$ cat config.mk
export PLATFORM = sky130hd
export DESIGN_NAME = operand_requester_flat
export DESIGN_NICKNAME = d
export VERILOG_FILES = /design/src/rtl/operand_requester_pkg.sv /design/src/rtl/operand_requester_if.sv /design/src/rtl/operand_requester_op_fifo.sv /design/src/rtl/operand_requester.sv /design/src/flat_wrapper.sv
export SDC_FILE = /design/constraint.sdc
export NUM_CORES = 1
export LEC_CHECK = 0
export ABC_AREA = 1
export CAP_MARGIN = 5
export CORE_UTILIZATION = 55
export CTS_CLUSTER_DIAMETER = 200
export DETAILED_ROUTE_END_ITERATION = 10
export PLACE_DENSITY = 0.81
export SYNTH_ARGS = -nofsm -noshare
export SYNTH_HDL_FRONTEND = slang
export SYNTH_SLANG_ARGS = --single-unit
$ cat constraint.sdc
create_clock -name clk_i -period 6.15 [get_ports clk_i]
set_input_delay 0.615 -clock clk_i [delete_from_list [all_inputs] [get_ports clk_i]]
set_output_delay 0.615 -clock clk_i [all_outputs]
set_load 0.03 [all_outputs]
$ cat src/rtl/operand_requester_pkg.sv
// ============================================================================
// Module   : operand_requester_pkg
// Brief    : Shared types, constants and helpers for the operand requester
//            (request struct, VRF beat address, queue index, FSM states).
// Revision : 1.0 - initial release
// ============================================================================
`default_nettype none

package operand_requester_pkg;

  localparam int unsigned VLENB        = 16;  // bytes per vector register
  localparam int unsigned DataWidthB   = 4;   // bytes per VRF read beat
  localparam int unsigned NrVRegs      = 32;  // architectural vector registers
  localparam int unsigned FifoDepth    = 2;   // entries per operand queue (>= 2)

  localparam int unsigned BeatsPerVReg = VLENB / DataWidthB;
  localparam int unsigned VrfAddrW     = $clog2(NrVRegs * BeatsPerVReg);
  localparam int unsigned DataW        = 8 * DataWidthB;
  localparam int unsigned VlenW        = 16;
  localparam int unsigned FifoCntW     = $clog2(FifoDepth + 1);

  typedef logic [VrfAddrW-1:0] vrf_addr_t;
  typedef logic [DataW-1:0]    vrf_data_t;
  typedef logic [VlenW-1:0]    vlen_t;

  typedef struct packed {
    logic [4:0] vs1;
    logic [4:0] vs2;
    logic [1:0] queue_req;
    vlen_t      vlB;
  } op_req_t;

  typedef enum logic {
    OpQueueVs1 = 1'b0,
    OpQueueVs2 = 1'b1
  } opq_idx_e;

  typedef enum logic {
    IDLE = 1'b0,
    READ = 1'b1
  } state_e;

  // First beat address of a vector register.
  function automatic vrf_addr_t GetVRFAddr(input logic [4:0] vreg);
    return vrf_addr_t'(vreg) * vrf_addr_t'(BeatsPerVReg);
  endfunction

  // Number of read beats needed to cover vlB bytes (rounded up).
  function automatic vlen_t GetNumBeats(input vlen_t vlB);
    return vlen_t'((17'(vlB) + 17'(DataWidthB - 1)) / 17'(DataWidthB));
  endfunction

endpackage

`default_nettype wire

$ cat src/rtl/operand_requester_if.sv
// ============================================================================
// Module   : operand_requester_if
// Brief    : Request, VRF read and operand queue signals of the requester.
//            Signal suffixes are from the requester's point of view.
// Revision : 1.0 - initial release
// ============================================================================
`default_nettype none

interface operand_requester_if;
  import operand_requester_pkg::*;

  logic            op_req_valid_i;
  logic            op_req_ready_o;
  op_req_t         op_req_i;
  logic            vrf_rd_req_o;
  vrf_addr_t       vrf_rd_addr_o;
  logic            vrf_rd_gnt_i;
  vrf_data_t       vrf_rd_data_i;
  logic [1:0]      opq_valid_o;
  logic [1:0]      opq_ready_i;
  vrf_data_t [1:0] opq_data_o;
  logic [1:0]      opq_last_o;

  // Requester side
  modport slave (
    input  op_req_valid_i, op_req_i, vrf_rd_gnt_i, vrf_rd_data_i, opq_ready_i,
    output op_req_ready_o, vrf_rd_req_o, vrf_rd_addr_o, opq_valid_o, opq_data_o,
           opq_last_o
  );

  // Launcher / VRF / functional-unit side
  modport master (
    output op_req_valid_i, op_req_i, vrf_rd_gnt_i, vrf_rd_data_i, opq_ready_i,
    input  op_req_ready_o, vrf_rd_req_o, vrf_rd_addr_o, opq_valid_o, opq_data_o,
           opq_last_o
  );

endinterface

`default_nettype wire

$ cat src/rtl/operand_requester_op_fifo.sv
// ============================================================================
// Module   : op_fifo
// Brief    : First-word-fall-through FIFO with occupancy count. Push and pop
//            in the same cycle are allowed even when full.
// Revision : 1.0 - initial release
// ============================================================================
`default_nettype none

module op_fifo #(
  parameter int unsigned DEPTH = 2,
  parameter int unsigned WIDTH = 8
) (
  input  logic                       clk_i,
  input  logic                       rst_ni,
  input  logic                       push_i,
  input  logic [WIDTH-1:0]           data_i,
  input  logic                       pop_i,
  output logic                       valid_o,
  output logic [WIDTH-1:0]           data_o,
  output logic [$clog2(DEPTH+1)-1:0] count_o
);

  localparam int unsigned CNT_W = $clog2(DEPTH + 1);
  localparam int unsigned PTR_W = (DEPTH > 1) ? $clog2(DEPTH) : 1;

  logic [WIDTH-1:0] mem_q [DEPTH];
  logic [PTR_W-1:0] wr_ptr_q, rd_ptr_q;
  logic [CNT_W-1:0] count_q;

  function automatic logic [PTR_W-1:0] next_ptr(input logic [PTR_W-1:0] p);
    return (p == PTR_W'(DEPTH - 1)) ? '0 : p + 1'b1;
  endfunction

  // Pointer and occupancy bookkeeping.
  always_ff @(posedge clk_i or negedge rst_ni) begin
    if (!rst_ni) begin
      wr_ptr_q <= '0;
      rd_ptr_q <= '0;
      count_q  <= '0;
    end else begin
      if (push_i) wr_ptr_q <= next_ptr(wr_ptr_q);
      if (pop_i)  rd_ptr_q <= next_ptr(rd_ptr_q);
      count_q <= count_q + CNT_W'(push_i) - CNT_W'(pop_i);
    end
  end

  // Storage array; contents are don't-care while the count says empty.
  always_ff @(posedge clk_i) begin
    if (push_i) mem_q[wr_ptr_q] <= data_i;
  end

  assign valid_o = (count_q != '0);
  assign data_o  = mem_q[rd_ptr_q];
  assign count_o = count_q;

  a_no_overflow: assert property (@(posedge clk_i) disable iff (!rst_ni)
    !(push_i && !pop_i && (count_q == CNT_W'(DEPTH))));

endmodule

`default_nettype wire

$ cat src/rtl/operand_requester.sv
// ============================================================================
// Module   : operand_requester
// Brief    : Takes one operand request per instruction, reads vs1/vs2 from a
//            single-port VRF beat by beat with round-robin arbitration and
//            pushes the data into two per-source FWFT operand queues.
//            Optional: OPREQ_PERF_CNT_EN adds stall_cnt_o (grant-stall count).
// Revision : 1.0 - initial release
// ============================================================================
`default_nettype none

module operand_requester
  import operand_requester_pkg::*;
(
  input  logic                      clk_i,
  input  logic                      rst_ni,
  operand_requester_if.slave        bus,
  output logic                      busy_o
`ifdef OPREQ_PERF_CNT_EN
  ,
  output logic [31:0]               stall_cnt_o
`endif
);

  state_e    state_q, state_d;
  logic [1:0] pend_q, pend_d;
  logic [1:0] inflight_q, inflight_d;
  logic [1:0] last_q, last_d;
  vlen_t     beats_q [2];
  vlen_t     beats_d [2];
  vrf_addr_t addr_q [2];
  vrf_addr_t addr_d [2];
  logic      rr_q, rr_d;
  logic      hold_q, hold_d;
  logic      hold_src_q, hold_src_d;

  logic [1:0]          elig;
  logic [FifoCntW:0]   occ [2];
  logic [FifoCntW-1:0] fifo_cnt [2];
  logic [DataW:0]      fifo_data [2];
  logic [1:0]          fifo_valid;
  logic [1:0]          fifo_last;
  vrf_data_t [1:0]     fifo_dout;
  logic [1:0]          opq_pop;
  logic                sel;
  logic                rd_req;
  logic                grant;
  logic                req_ready;

  assign opq_pop = bus.opq_ready_i & fifo_valid;

  // Credit check: queued + in-flight beats must leave room; a pop in the
  // same cycle frees its slot so a ready consumer sees back-to-back reads.
  always_comb begin
    for (int s = 0; s < 2; s++) begin
      occ[s]  = {1'b0, fifo_cnt[s]} + (FifoCntW+1)'(inflight_q[s])
              - (FifoCntW+1)'(opq_pop[s]);
      elig[s] = (state_q == READ) && pend_q[s]
              && (occ[s] < (FifoCntW+1)'(FifoDepth));
    end
  end

  // Source selection: an ungranted request keeps its source while eligible.
  always_comb begin
    sel = 1'b0;
    if (hold_q && elig[hold_src_q]) sel = hold_src_q;
    else if (elig == 2'b11)         sel = rr_q;
    else                            sel = elig[1];
  end

  assign rd_req = |elig;
  assign grant  = rd_req && bus.vrf_rd_gnt_i;

  // Next-state logic: request capture in IDLE, beat sequencing in READ.
  always_comb begin
    logic [4:0] vreg;
    vreg       = '0;
    state_d    = state_q;
    pend_d     = pend_q;
    beats_d    = beats_q;
    addr_d     = addr_q;
    rr_d       = rr_q;
    inflight_d = '0;
    last_d     = '0;
    hold_d     = rd_req && !bus.vrf_rd_gnt_i;
    hold_src_d = sel;
    req_ready  = 1'b0;
    case (state_q)
      IDLE: begin
        req_ready = 1'b1;
        if (bus.op_req_valid_i) begin
          for (int s = 0; s < 2; s++) begin
            vreg       = (s == int'(OpQueueVs1)) ? bus.op_req_i.vs1 : bus.op_req_i.vs2;
            pend_d[s]  = bus.op_req_i.queue_req[s] && (bus.op_req_i.vlB != '0);
            beats_d[s] = GetNumBeats(bus.op_req_i.vlB);
            addr_d[s]  = GetVRFAddr(vreg);
          end
          if (pend_d != '0) state_d = READ;
        end
      end
      READ: begin
        if (grant) begin
          addr_d[sel]     = addr_q[sel] + 1'b1;
          beats_d[sel]    = beats_q[sel] - 1'b1;
          inflight_d[sel] = 1'b1;
          last_d[sel]     = (beats_q[sel] == vlen_t'(1));
          if (beats_q[sel] == vlen_t'(1)) pend_d[sel] = 1'b0;
          rr_d = ~rr_q;
        end
        if (pend_d == '0) state_d = IDLE;
      end
      default: state_d = IDLE;
    endcase
  end

  // Control state registers; reset discards all sequencing state.
  always_ff @(posedge clk_i or negedge rst_ni) begin
    if (!rst_ni) begin
      state_q    <= IDLE;
      pend_q     <= '0;
      inflight_q <= '0;
      last_q     <= '0;
      beats_q    <= '{default: '0};
      addr_q     <= '{default: '0};
      rr_q       <= 1'b0;
      hold_q     <= 1'b0;
      hold_src_q <= 1'b0;
    end else begin
      state_q    <= state_d;
      pend_q     <= pend_d;
      inflight_q <= inflight_d;
      last_q     <= last_d;
      beats_q    <= beats_d;
      addr_q     <= addr_d;
      rr_q       <= rr_d;
      hold_q     <= hold_d;
      hold_src_q <= hold_src_d;
    end
  end

  for (genvar s = 0; s < 2; s++) begin : g_opq
    op_fifo #(
      .DEPTH (FifoDepth),
      .WIDTH (DataW + 1)
    ) u_fifo (
      .clk_i   (clk_i),
      .rst_ni  (rst_ni),
      .push_i  (inflight_q[s]),
      .data_i  ({last_q[s], bus.vrf_rd_data_i}),
      .pop_i   (opq_pop[s]),
      .valid_o (fifo_valid[s]),
      .data_o  (fifo_data[s]),
      .count_o (fifo_cnt[s])
    );
    assign fifo_last[s] = fifo_data[s][DataW];
    assign fifo_dout[s] = fifo_data[s][DataW-1:0];
  end

  assign bus.op_req_ready_o = req_ready;
  assign bus.vrf_rd_req_o   = rd_req;
  assign bus.vrf_rd_addr_o  = addr_q[sel];
  assign bus.opq_valid_o    = fifo_valid;
  assign bus.opq_data_o     = fifo_dout;
  assign bus.opq_last_o     = fifo_last;
  assign busy_o = (state_q != IDLE) || (inflight_q != '0) || (fifo_valid != '0);

`ifdef OPREQ_PERF_CNT_EN
  logic [31:0] stall_cnt_q;

  // Saturating count of READ cycles with work pending but no grant.
  always_ff @(posedge clk_i or negedge rst_ni) begin
    if (!rst_ni) begin
      stall_cnt_q <= '0;
    end else if ((state_q == READ) && (pend_q != '0) && !grant && (stall_cnt_q != '1)) begin
      stall_cnt_q <= stall_cnt_q + 1'b1;
    end
  end

  assign stall_cnt_o = stall_cnt_q;
`endif

endmodule

`default_nettype wire

$ cat src/flat_wrapper.sv
// flat-port wrapper written by rule: the top's interface ports become plain ports
module operand_requester_flat import operand_requester_pkg::*;
  (clk_i, rst_ni, busy_o, bus_op_req_valid_i, bus_op_req_i, bus_vrf_rd_gnt_i, bus_vrf_rd_data_i, bus_opq_ready_i, bus_op_req_ready_o, bus_vrf_rd_req_o, bus_vrf_rd_addr_o, bus_opq_valid_o, bus_opq_data_o, bus_opq_last_o);
  operand_requester_if bus_i ();
  input  logic clk_i;
  input  logic rst_ni;
  output logic busy_o;
  input wire logic [$bits(bus_i.op_req_valid_i)-1:0] bus_op_req_valid_i;
  input wire logic [$bits(bus_i.op_req_i)-1:0] bus_op_req_i;
  input wire logic [$bits(bus_i.vrf_rd_gnt_i)-1:0] bus_vrf_rd_gnt_i;
  input wire logic [$bits(bus_i.vrf_rd_data_i)-1:0] bus_vrf_rd_data_i;
  input wire logic [$bits(bus_i.opq_ready_i)-1:0] bus_opq_ready_i;
  output wire logic [$bits(bus_i.op_req_ready_o)-1:0] bus_op_req_ready_o;
  output wire logic [$bits(bus_i.vrf_rd_req_o)-1:0] bus_vrf_rd_req_o;
  output wire logic [$bits(bus_i.vrf_rd_addr_o)-1:0] bus_vrf_rd_addr_o;
  output wire logic [$bits(bus_i.opq_valid_o)-1:0] bus_opq_valid_o;
  output wire logic [$bits(bus_i.opq_data_o)-1:0] bus_opq_data_o;
  output wire logic [$bits(bus_i.opq_last_o)-1:0] bus_opq_last_o;
  assign bus_i.op_req_valid_i = bus_op_req_valid_i;
  assign bus_i.op_req_i = bus_op_req_i;
  assign bus_i.vrf_rd_gnt_i = bus_vrf_rd_gnt_i;
  assign bus_i.vrf_rd_data_i = bus_vrf_rd_data_i;
  assign bus_i.opq_ready_i = bus_opq_ready_i;
  assign bus_op_req_ready_o = bus_i.op_req_ready_o;
  assign bus_vrf_rd_req_o = bus_i.vrf_rd_req_o;
  assign bus_vrf_rd_addr_o = bus_i.vrf_rd_addr_o;
  assign bus_opq_valid_o = bus_i.opq_valid_o;
  assign bus_opq_data_o = bus_i.opq_data_o;
  assign bus_opq_last_o = bus_i.opq_last_o;
  operand_requester u_core (.clk_i(clk_i), .rst_ni(rst_ni), .bus(bus_i), .busy_o(busy_o));
endmodule
* Yosys cells after proc, flatten, opt, wreduce, memory -nomap -nowiden
Memory sizes are Yosys's and may differ from the RTL's.
Index checks and enable logic that the tools add are counted.
** Storage, ports and cells
- Bits of input ports :: 66
- Output and inout port bits :: 78
- Register bits after elaboration :: 64
- Memory bits (writable) :: 132
- Memories kept :: 2
- Logic and storage cells :: 122
** Operators by class
- Magnitude comparators :: 7
- Reductions and logical operators :: 24
- $add $sub $neg :: 15
- Equality and inequality tests :: 4
- Multiplexer cells :: 46
- Bitwise logic cells :: 7
** Memory list
- u_core.g_opq[0].u_fifo.mem_q :: words 2, width 33, rd ports 1, clocked after Yosys merged registers in 0, write ports 1, RTL line operand_requester_op_fifo.sv:26 : logic [WIDTH-1:0] mem_q [DEPTH];
- u_core.g_opq[1].u_fifo.mem_q :: words 2, width 33, rd ports 1, clocked after Yosys merged registers in 0, write ports 1, RTL line operand_requester_op_fifo.sv:26
** Operators by type and width (number)
- 16-bit two-way mux :: 4
- 32-bit two-way mux :: 2
- 32-bit case mux with 2 select lines :: 1
- 32-bit bitwise mux :: 1
- 14-bit two-way mux :: 2
- 7-bit two-way mux :: 4
- 14-bit case mux with 2 select lines :: 1
- 16-bit by 2-bit adder with 17-bit output, second input constant :: 1
- 1-bit two-way mux :: 17
- 16-bit demux with 1-bit select :: 1
- 16-bit by 1-bit equality test with 1-bit output, second input constant :: 1
- 2-bit two-way mux :: 8
- 16-bit nonzero test :: 1
- 16-bit by 1-bit subtractor with 16-bit output, second input constant :: 1
- 14-bit bitwise mux :: 1
- 1-bit logical AND :: 11
- 2-bit nonzero test :: 5
- 7-bit by 1-bit adder with 7-bit output, second input constant :: 1
- 7-bit demux with 1-bit select :: 1
- 2-bit by 1-bit adder with 3-bit output :: 2
- 2-bit bitwise AND :: 3
- 3-bit by 2-bit less-than comparator with 1-bit output, second input constant :: 2
- 3-bit by 1-bit subtractor with 3-bit output :: 2
- 1-bit adder, second input constant :: 4
- other kinds (19) :: 26

* Longest topological paths before layout
Gate-level depths: netlist of run 1.
- Word-level depth :: 21
- Mapped depth :: 26
- Gate-level depth less buffers :: 25

* Modules after synthesis
A second synthesis of run 1 with hierarchy kept.
** Second synthesis, totals
- Cell total of the unflattened synthesis :: 981
- Area total of the unflattened synthesis :: 9380.2 um^2
** By module, submodules not included
- op_fifo :: area each 2656.3 um^2, cells an instance 196, seq. area each 2082.0 um^2, instances 2
- operand_requester :: area each 4067.7 um^2, cells an instance 589, seq. area each 1401.3 um^2, instances 1

* Worst setup path before layout of run 1
No wires, ideal clock.
- Path type :: input port to flip-flop
- Start :: input port bus_opq_ready_i[1]
- End :: register u_core.addr_q[4] (netlist name)
- Cell stages on the path :: 21
- Arrival :: 3.456 ns
- Slack :: 2.616 ns
- Buffers on the path :: 2
- Library setup time :: 0.077 ns
- Cells stage by stage :: nand2_1 > inv_1 > ha_1 > inv_1 > ha_1 > fa_1 > inv_1 > nand2_4 > nor2_8 > nand2_4 > buf_6 > buf_6 > nand2_2 > o21ai_2 > inv_1 > ha_1 > nand2_1 > nor2_2 > xor2_1 > nand2_1 > a21oi_1
** RTL lines
- start: declaration :: RTL line flat_wrapper.sv:12 : input wire logic [$bits(bus_i.opq_ready_i)-1:0] bus_opq_ready_i;
- end signal: assignment :: RTL line operand_requester.sv:133 : addr_q <= addr_d;
- end: declaration :: RTL line operand_requester.sv:30 : vrf_addr_t addr_q [2];

==> summary.md, run 1 <==
| Metric | Value |
|---|---|
| Register area share after synthesis | 0.609 |
| Clock-pin slew on the worst setup and hold paths | 0.07 ns |
| # fillers | ~1200 |
| Largest cells by area after synthesis | edfxtp_1 43%, dfrtp_1 18%, nand2_1 14% |
| Slew margin rel. | 0.265 |
| Vias in the first global route | 6638 |
| Initial antenna violation count | 1 |
| Worst-Margin Slew | ~1.1 ns |
| VDD IR max | approximately 0.00028 V |
| WP data required | 5.53 ns |
| Netlist cell types | 39 |
| Layout cells sized above 1 | 0.0873 |
| Via-to-Cell Ratio | between 5 and 6 |
| Crit path DAT | 4.50 ns |
| CTS Buf Count | 17 |
| Max Root-Sink Buffers | 2 |
| DR WL/cell | ~15 microns |
| Cell count after synthesis | 960 |
| Die footprint | between 15000 and 20000 sq um |
| Detailed-route wire length | a little over 20000 microns |
| Primary FF master, synth | edfxtp_1 |
| Largest net degree at the start of global routing | 65 |
| Cts-stage hold buffer count | 0 |
| Dpl hpwl | between 10000 and 15000 microns |
| Layout Nets | 1173 |
| RSZ-0062 raised after global routing | no |
| Max FO, Critical Path | 32 |
| Cells after DPL | between 1000 and 1500 |
| Most frequent cells in the layout | 334 x nand2_1, 142 x clkdlybuf4s50_1, 132 x edfxtp_1 |
| First-pass GRT wire length | 32100 microns |
| IO Port Bufs | about 140 |
| Setup WS pre-CTS | roughly 1.1 ns |
| ANT nets after route | 0 |
| Power per cell area | 532 nW/um^2 |
| Core Util, Final | 0.707 |
| Final Critical Period | a little over 5 ns |
| Slew Viols, Final | 0 |
| Post-synthesis to final-layout area growth | 24.3% |
| Post-synthesis area per instance | 9.52 sq um |
| Hold Slack | about 0.34 ns |
| Routability cong. | between 0.8 and 0.9 |
| Starting DRC count in detailed routing | 548 |
| Final hold vios | 0 |
| Skew final | 0.00961 ns |
| PostCTS Resize Cnt | 0 |
| Die width | between 100 and 150 microns |
| Final worst-path cycle share | 0.831 |
| # setup viols final | 0 |
| Initial DRT Pass Iterations | 7 |
| Cell Area, Synth | 9140 sq um |
| Async set-or-reset flop fraction in the synthesized netlist | 0.327 |
| Setup ws final | ~1.0 ns |
| Initial core utilization | 0.569 |
| Post-placement cell area | roughly 11000 sq um |
| GRT Util Overall | 0.251 |
| Sum Neg Setup Slack | 0 ns |
| Syn_nets | slightly above 1000 |
| Root Driver | clkbuf_16 |
| Footprint of the multi-input gates | ~3000 sq um |
| Worst Setup Path Type | register to primary output |
| Post-synth EDFFs | approximately 130 |
| Die H | between 100 and 150 microns |
| Post-route DRC | 0 |
| Commonest non-fill, non-tap cell in the layout | nand2_1 |
| CP Launch Type | register |
| Share of the synthesized area in the top cell type | 0.434 |
| Leak | 4.90 nW |
| Hold Crit Class | input port to async pin |
| Storage element area | between 5000 and 6000 sq um |
| Via count | slightly above 7000 |
| Worst skew pair latency | roughly 0.44 ns |
| Rows | 46 |
| CTS tree | built |
| Clock sinks | 196 |
| Cell taking the most area after synthesis | edfxtp_1 |
| Fin cells | between 1000 and 1500 |
| Remaining Overflow, GRT | 0 |
| Fin area | 11400 sq um |
| Power, Total | just over 6 mW |
| Yosys warning count | 0 |
| Status | complete, no violations |
| Ant diodes | 0 |
| FF+latch count, synth | 196 |
| Core box area | ~16000 sq um |
| Critical Path End Type | primary output |
| Maximum level of the CTS H-tree | 4 |
| Num ports | 144 |
| Fmax | 0.196 GHz |
| Post-CTS Setup Inserts | 0 |
| Total of max-cap violations | 0 |
[report_power, final]
group	switching, mW	internal [mW]	total (mW)
registers	0.130	1.71	1.84
clock network	0.527	0.627	1.15
logic	2.02	1.03	3.05
[cell usage after synthesis, drive strengths merged (5+ instances only)]
master	count
nand2	357
nor2	77
nand3	53
ha	7
a21oi	44
dfrtp	64
buf	17
o21ai	21
nor3	10
a31oi	9
xor2	13
clkbuf	17
nand3b	6
nand4	13
xnor2	5
edfxtp	132
inv	99
[final cells by class]
class,count,share of cell area
well taps,216,0.0238
clock inverters,15,0.0179
multi-input cells,627,0.264
clock buffers,17,0.0375
flip-flops and latches,196,0.490
repair buffers,153,0.132
inverters,103,0.0343
[per-layer routing]
metal | global-route usage | wire [microns]
met5 | 0 | 0
met4 | 0.112 | 480
met3 | 0.0574 | 1580
met2 | 0.438 | 10200
met1 | 0.296 | 8180
[state kept, by name, indices dropped and copies added, names as in the netlist]
register and flops:
u_core.g_opq.u_fifo.mem_q 132, u_core.beats_q 32, u_core.addr_q 14, u_core.g_opq.u_fifo.count_o 4
u_core.g_opq.u_fifo.rd_ptr_q 2, u_core.g_opq.u_fifo.wr_ptr_q 2, u_core.inflight_q 2, u_core.last_q 2
u_core.pend_q 2, u_core.hold_q 1, u_core.hold_src_q 1, u_core.rr_q 1
u_core.state_q 1
[critical path, stage by stage, from the launching register on]
cell,delay [ns]
dfrtp_1,0.43
nor2_1,0.18
inv_1,0.07
nand2_1,0.09
inv_1,0.05
ha_1,0.26
inv_1,0.05
ha_1,0.13
inv_1,0.05
fa_1,0.47
inv_1,0.06
nor2_2,0.13
nand3_2,0.35
nand2_4,0.47
clkinv_2,0.19
buf_4,0.26
nand2_1,0.10
nand2_2,0.08
clkdlybuf4s50_1,0.61
[worst paths after layout]
path                                                        to                              start  slack [ns]  cells past startpoint
min in group clk_i         u_core.g_opq[0].u_fifo.mem_q[0][32]                   u_core.last_q[0]        0.45                      0
max in group asynchronous                     u_core.pend_q[0]                             rst_ni        5.26                      2
min reg2reg                u_core.g_opq[0].u_fifo.mem_q[0][32]                   u_core.last_q[0]        0.45                      0
min                                           u_core.addr_q[2]                             rst_ni        0.34                      2
max reg2reg                                  u_core.beats_q[9]  u_core.g_opq[0].u_fifo.count_o[1]        1.88                     22
max                                       bus_vrf_rd_addr_o[2]  u_core.g_opq[0].u_fifo.count_o[1]        1.04                     18
[cell families after synthesis]
logic type / Yosys count / synth area share
AO/OA/AOI/OAI: 79 / 0.0483
XOR/XNOR: 18 / 0.0173
adder cells (fa/ha/maj): 9 / 0.0140
buffers and inverters: 137 / 0.0642
flip-flops: 196 / 0.609
AND/OR/NAND/NOR: 521 / 0.247
Power figures use the tool's default switching activity.
==> run 2: changes to the inputs <==
--- a/config.mk
+++ b/config.mk
@@ -7,10 +7,10 @@
 export LEC_CHECK = 0
 export ABC_AREA = 1
 export CAP_MARGIN = 5
-export CORE_UTILIZATION = 55
+export CORE_UTILIZATION = 49
 export CTS_CLUSTER_DIAMETER = 200
 export DETAILED_ROUTE_END_ITERATION = 10
-export PLACE_DENSITY = 0.81
+export PLACE_DENSITY = 0.77
 export SYNTH_ARGS = -nofsm -noshare
 export SYNTH_HDL_FRONTEND = slang
 export SYNTH_SLANG_ARGS = --single-unit
==> constraint.sdc (replaced) <==
create_clock -name clk_i -period 4.4 [get_ports clk_i]
set_input_delay 0.44 -clock clk_i [delete_from_list [all_inputs] [get_ports clk_i]]
set_output_delay 0.44 -clock clk_i [all_outputs]
set_load 0.03 [all_outputs]
==> summary.md, run 2 (synthesis gave the netlist of run 1 again) <==
| Metric | Value |
|---|---|
| Die width | roughly 140 microns |
| Largest Register | u_core.g_opq.u_fifo.mem_q |
| Hold Crit Class | input port to async pin |
| Power, Total | between 8 and 9 mW |
| Most frequent cells in the layout | 334 x nand2_1, 137 x clkdlybuf4s50_1, 132 x edfxtp_1 |
| Slew margin rel. | 0.286 |
| Max FO, Critical Path | 15 |
| Reg2Reg Capture Point | u_core.beats_q[10] |
| Initial DRT Pass Iterations | 8 |
| Largest net degree at the start of global routing | 40 |
| ANT nets after route | 0 |
| Worst-Margin Slew | 1.07 ns |
| Final worst-path cycle share | 0.949 |
| Rows | 49 |
| Ant diodes | 0 |
| Failing checks | design-rule violations |
| Post-route DRC | 37 |
| VDD IR max | around 0.00036 V |
| Worst Setup Path Type | register to primary output |
| Slew Viols, Final | 0 |
| Final Critical Period | 4.18 ns |
| Routability cong. | just under 0.9 |
| Reg2reg start | u_core.g_opq[0].u_fifo.count_o[1] |
| Layout cells sized above 1 | 0.0914 |
| Vias in the first global route | approximately 6600 |
| IO Port Bufs | around 140 |
| Initial antenna violation count | 0 |
| Fmax | between 0.2 and 0.25 GHz |
| Reg2Reg Depth | 24 |
| Crit path DAT | between 3 and 4 ns |
| Worst skew pair latency | 0.43 ns |
| Core box area | 18100 sq um |
| CTS Buf Count | 17 |
| Cts-stage hold buffer count | 0 |
| Top flop regs | u_core.g_opq.u_fifo.mem_q x132, u_core.beats_q x32, u_core.addr_q x14 |
| Die footprint | roughly 19000 sq um |
| Clock sinks | just under 200 |
| Remaining Overflow, GRT | 0 |
| Sum Neg Setup Slack | 0 ns |
| Critical Path End Type | primary output |
| CP endpoint | bus_vrf_rd_addr_o[6] |
| Layout Nets | 1178 |
| Die H | ~140 microns |
| Core Util, Final | 0.630 |
| CTS tree | built |
| Leak | 4.98 nW |
| CP Launch Type | register |
| FF-to-FF setup slack | between 0.5 and 0.6 ns |
| Root Driver | clkbuf_16 |
| Status | finished, violations left |
| Initial core utilization | 0.504 |
| Total of max-cap violations | 0 |
| Power per cell area | 745 nW/um^2 |
| PostCTS Resize Cnt | 1 |
| Fin area | between 10000 and 15000 sq um |
| Via count | just under 7000 |
| Post-placement cell area | 10800 sq um |
| DR WL/cell | around 16 microns |
| Detailed-route wire length | 21100 microns |
| Skew final | 0.0102 ns |
| Num ports | 144 |
| Max Root-Sink Buffers | 2 |
| Post-synthesis to final-layout area growth | 25.2% |
| Post-CTS Setup Inserts | 0 |
| Max reg flops | 132 |
| GRT Util Overall | 0.232 |
| Critical path launch point | u_core.g_opq[0].u_fifo.count_o[1] |
| WP data required | 3.96 ns |
| RSZ-0062 raised after global routing | no |
| Dpl hpwl | between 10000 and 15000 microns |
| # setup viols final | 0 |
| Via-to-Cell Ratio | approximately 5.1 |
| Final hold vios | 0 |
| First-pass GRT wire length | 34500 microns |
| Clock-pin slew on the worst setup and hold paths | approximately 0.070 ns |
| Commonest non-fill, non-tap cell in the layout | nand2_1 |
| Maximum level of the CTS H-tree | 4 |
| Starting DRC count in detailed routing | 480 |
-- run 2: routing by layer --
metal,vias up,share of wire,GRT usage
met5,-,0,0
met4,0,0.015,0.0745
met3,21,0.069,0.0428
met2,238,0.49,0.396
met1,3247,0.42,0.300
li1,3407,-,-
-- run 2: worst min-delay path by stage --
stage,start,cells after the start,slack [ns],end
finish,rst_ni,1,0.01,u_core.addr_q[2]
global route,rst_ni,1,0.05,u_core.addr_q[8]
CTS,rst_ni,1,0.03,u_core.addr_q[1]
detailed placement,u_core.last_q[1],0,0.43,u_core.g_opq[1].u_fifo.mem_q[1][32]
global placement,u_core.last_q[0],0,0.42,u_core.g_opq[0].u_fifo.mem_q[1][32]
floorplan,rst_ni,0,0.14,u_core.addr_q[0]
-- run 2: critical path: stages (launching register included) --
cell and delay [ns]:
dfrtp_1 0.42, nor2_1 0.18, inv_1 0.11, nand2_1 0.11, inv_1 0.06, ha_1 0.26, inv_1 0.06, ha_1 0.13
inv_1 0.05, fa_1 0.47, inv_1 0.06, nor2_2 0.13, nand3_2 0.12, nand2_4 0.22, nand2_1 0.11, nand2_1 0.13
clkdlybuf4s50_1 0.69
-- run 2: layout make-up --
| type | instances | area, sq um |
|---|---|---|
| inverter | 103 | 390 |
| sequential | 196 | 5570 |
| fill | 1478 | 6710 |
| tap | 229 | 287 |
| multi-input combinational | 627 | 3000 |
| timing repair buffer | 158 | 1550 |
| clock buffer | 17 | 425 |
| clock inverter | 15 | 223 |
-- run 2: per-stage QoR --
step | hold slack [ns] | instances | setup WS, ns
after floorplan | 0.144 | 960 | 0.895
after global placement | 0.425 | 1313 | 0.334
after detailed placement | 0.430 | 1313 | 0.307
after CTS | 0.0276 | 1345 | 0.0515
after global routing | 0.0526 | 1345 | 0.00825
final | 0.0143 | 1345 | 0.222
-- run 2: where the power goes --
part / switching (mW) / internal, mW
clock network: 0.744 / 0.933
logic: 2.83 / 1.45
registers: 0.180 / 2.39
==> run 3: changes to the inputs <==
--- a/config.mk
+++ b/config.mk
@@ -7,6 +7,7 @@
 export LEC_CHECK = 0
 export ABC_AREA = 1
 export CAP_MARGIN = 5
+export CORE_MARGIN = 3
 export CORE_UTILIZATION = 49
 export CTS_CLUSTER_DIAMETER = 200
 export DETAILED_ROUTE_END_ITERATION = 10
==> summary.md, run 3 (synthesis gave the netlist of run 1 again) <==
| Metric | Value |
|---|---|
| Slew margin rel. | 0.278 |
| Most frequent cells in the layout | 334 x nand2_1, 137 x clkdlybuf4s50_1, 132 x edfxtp_1 |
| Commonest non-fill, non-tap cell in the layout | nand2_1 |
| Cts-stage hold buffer count | 0 |
| Clock network power share | 0.183 |
| Psw | about 3.8 mW |
| Core Util, Final | 0.628 |
| Power, Total | ~8.4 mW |
| Detailed-route wire length | roughly 21000 microns |
| Critical path buffer and inverter count | 6 |
| Layout Nets | 1178 |
| Maximum level of the CTS H-tree | 4 |
| Max FO, Critical Path | 21 |
| Fin cells | 1346 |
| Crit path max-delay family | buffers and inverters |
| Cells after DPL | between 1000 and 1500 |
| Remaining Overflow, GRT | 0 |
| CTS Buf Count | 17 |
| Worst-path cell chain | nor2_1 -> inv_1 -> nand2_1 -> inv_1 -> ha_1 -> inv_1 -> ha_1 -> inv_1 -> fa_1 -> inv_1 -> nor2_2 -> nand3_2 -> nand2_8 -> nand2_1 -> o21ai_2 -> clkdlybuf4s50_1 |
| Skew final | between 0.01 and 0.015 ns |
| Initial DRT Pass Iterations | 5 |
| Via-to-Cell Ratio | about 5.1 |
| Slowest cell delay on critical path | a little over 0.7 ns |
| Via count | 6910 |
| Worst skew pair latency | about 0.43 ns |
| Clock-pin slew on the worst setup and hold paths | 0.07 ns |
| Crit path DAT | around 3.7 ns |
| IO Port Bufs | between 100 and 150 |
| Max Root-Sink Buffers | 2 |
| CP Launch Type | register |
| Final hold vios | 0 |
| Rows | between 40 and 50 |
| Total of max-cap violations | 0 |
| Root Driver | clkbuf_16 |
| # setup viols final | 0 |
| Sum Neg Setup Slack | 0 ns |
| Status | complete, no violations |
| # fillers | 1491 |
| Dpl hpwl | 14200 microns |
| Die footprint | around 20000 sq um |
| Final Critical Period | around 4.2 ns |
| Combinational Power Share | 0.513 |
| Leak | roughly 5 nW |
| Core box area | about 18000 sq um |
| Vias in the first global route | between 6000 and 7000 |
| Largest Register | u_core.g_opq.u_fifo.mem_q |
| First-pass GRT wire length | ~34000 microns |
| Critical Path End Type | primary output |
| Power per cell area | about 740 nW/um^2 |
| Max reg flops | between 100 and 150 |
| Clock sinks | 196 |
| Post-synthesis to final-layout area growth | 24.8% |
| Crit-path most repeated cell | inv_1 |
| GRT Util Overall | 0.213 |
| Die H | roughly 140 microns |
| WP data required | ~4.0 ns |
| Initial core utilization | 0.504 |
| Critical Path Slowest Stage Cell | clkdlybuf4s50_1 |
| VDD IR max | between 0.0003 and 0.0004 V |
| Net Sw Frac | 0.447 |
| DR WL/cell | about 16 microns |
| Slew Viols, Final | 0 |
| Post-route DRC | 0 |
| FF-to-FF setup slack | 0.49 ns |
| Top flop regs | u_core.g_opq.u_fifo.mem_q x132, u_core.beats_q x32, u_core.addr_q x14 |
| Die width | about 140 microns |
| Fmax | ~0.24 GHz |
| Final worst-path cycle share | 0.946 |
| Layout cells sized above 1 | 0.0905 |
| Cell internal pwr | 4.66 mW |
| ANT nets after route | 0 |
| Seq pwr share | 0.304 |
| Starting DRC count in detailed routing | a little over 400 |
| Worst Setup Path Type | register to primary output |
| Largest net degree at the start of global routing | 39 |
| Routability cong. | around 0.89 |
| Worst-Margin Slew | approximately 1.1 ns |
| Num ports | approximately 140 |
| Hold Crit Class | input port to async pin |
| CTS tree | built |
| Initial antenna violation count | 0 |
## run 3: changes by cell type in the layout (fill, tap and decap cells not counted), sizes merged
cell / delta
bufinv: -2
inv: -1
dlygate4sd2: -1
clkinvlp: +1
dlymetal6s2s: +1
clkinv: +2
diode: +1
## run 3: what timing repair did
| action | 4_1_cts | 5_1_grt |
|---|---|---|
| endpoints found under the setup margin | 0 | 7 |
| gates resized for setup | 0 | 6 |
| setup buffers | 0 | 0 |
## run 3: power by group through the flow
stage	Combinational, mW	Clock (mW)	Sequential (mW)
finish	4.33	1.55	2.57
global placement	4.24	0	2.59
detailed placement	4.30	0	2.60
CTS	4.34	1.57	2.57
global route	4.75	1.65	2.61
floorplan	2.98	0	2.55
## run 3: worst paths after layout
kind | start | end | cells past startpoint
worst max-delay path | u_core.g_opq[0].u_fifo.count_o[1] | bus_vrf_rd_addr_o[5] | 16
worst max register to register | u_core.g_opq[0].u_fifo.count_o[1] | u_core.beats_q[14] | 23
worst min-delay path | rst_ni | u_core.addr_q[1] | 1
max in group asynchronous | rst_ni | u_core.state_q | 2
worst min register to register | u_core.last_q[1] | u_core.g_opq[1].u_fifo.mem_q[0][32] | 0
min in group clk_i | u_core.last_q[1] | u_core.g_opq[1].u_fifo.mem_q[0][32] | 0
## run 3: final cells by class
cell class	count	area (sq um)	share of cell area
Tap cell	229	287	0.0251
Sequential cell	196	5570	0.488
Clock buffer	17	425	0.0373
Clock inverter	15	174	0.0153
Multi-Input combinational cell	627	3010	0.264
Inverter	103	389	0.0341
Antenna cell	1	2.50	0.000219
Timing Repair Buffer	158	1550	0.136
## run 3: through the flow
stage          setup WS, ns  hold WS [ns]  cell area (sq um)
2_1_floorplan         0.895         0.144               9140
5_1_grt            -0.00370         0.186              11400
6_report              0.236         0.127              11400
3_5_place_dp          0.259         0.442              10800
4_1_cts             0.00547         0.143              11400
3_3_place_gp          0.311         0.436              10800
## run 3: layer usage
metal	global-route usage	wire, microns
met5	0	0
met2	0.366	10300
met4	0.0635	389
met3	0.0433	1600
met1	0.273	8730
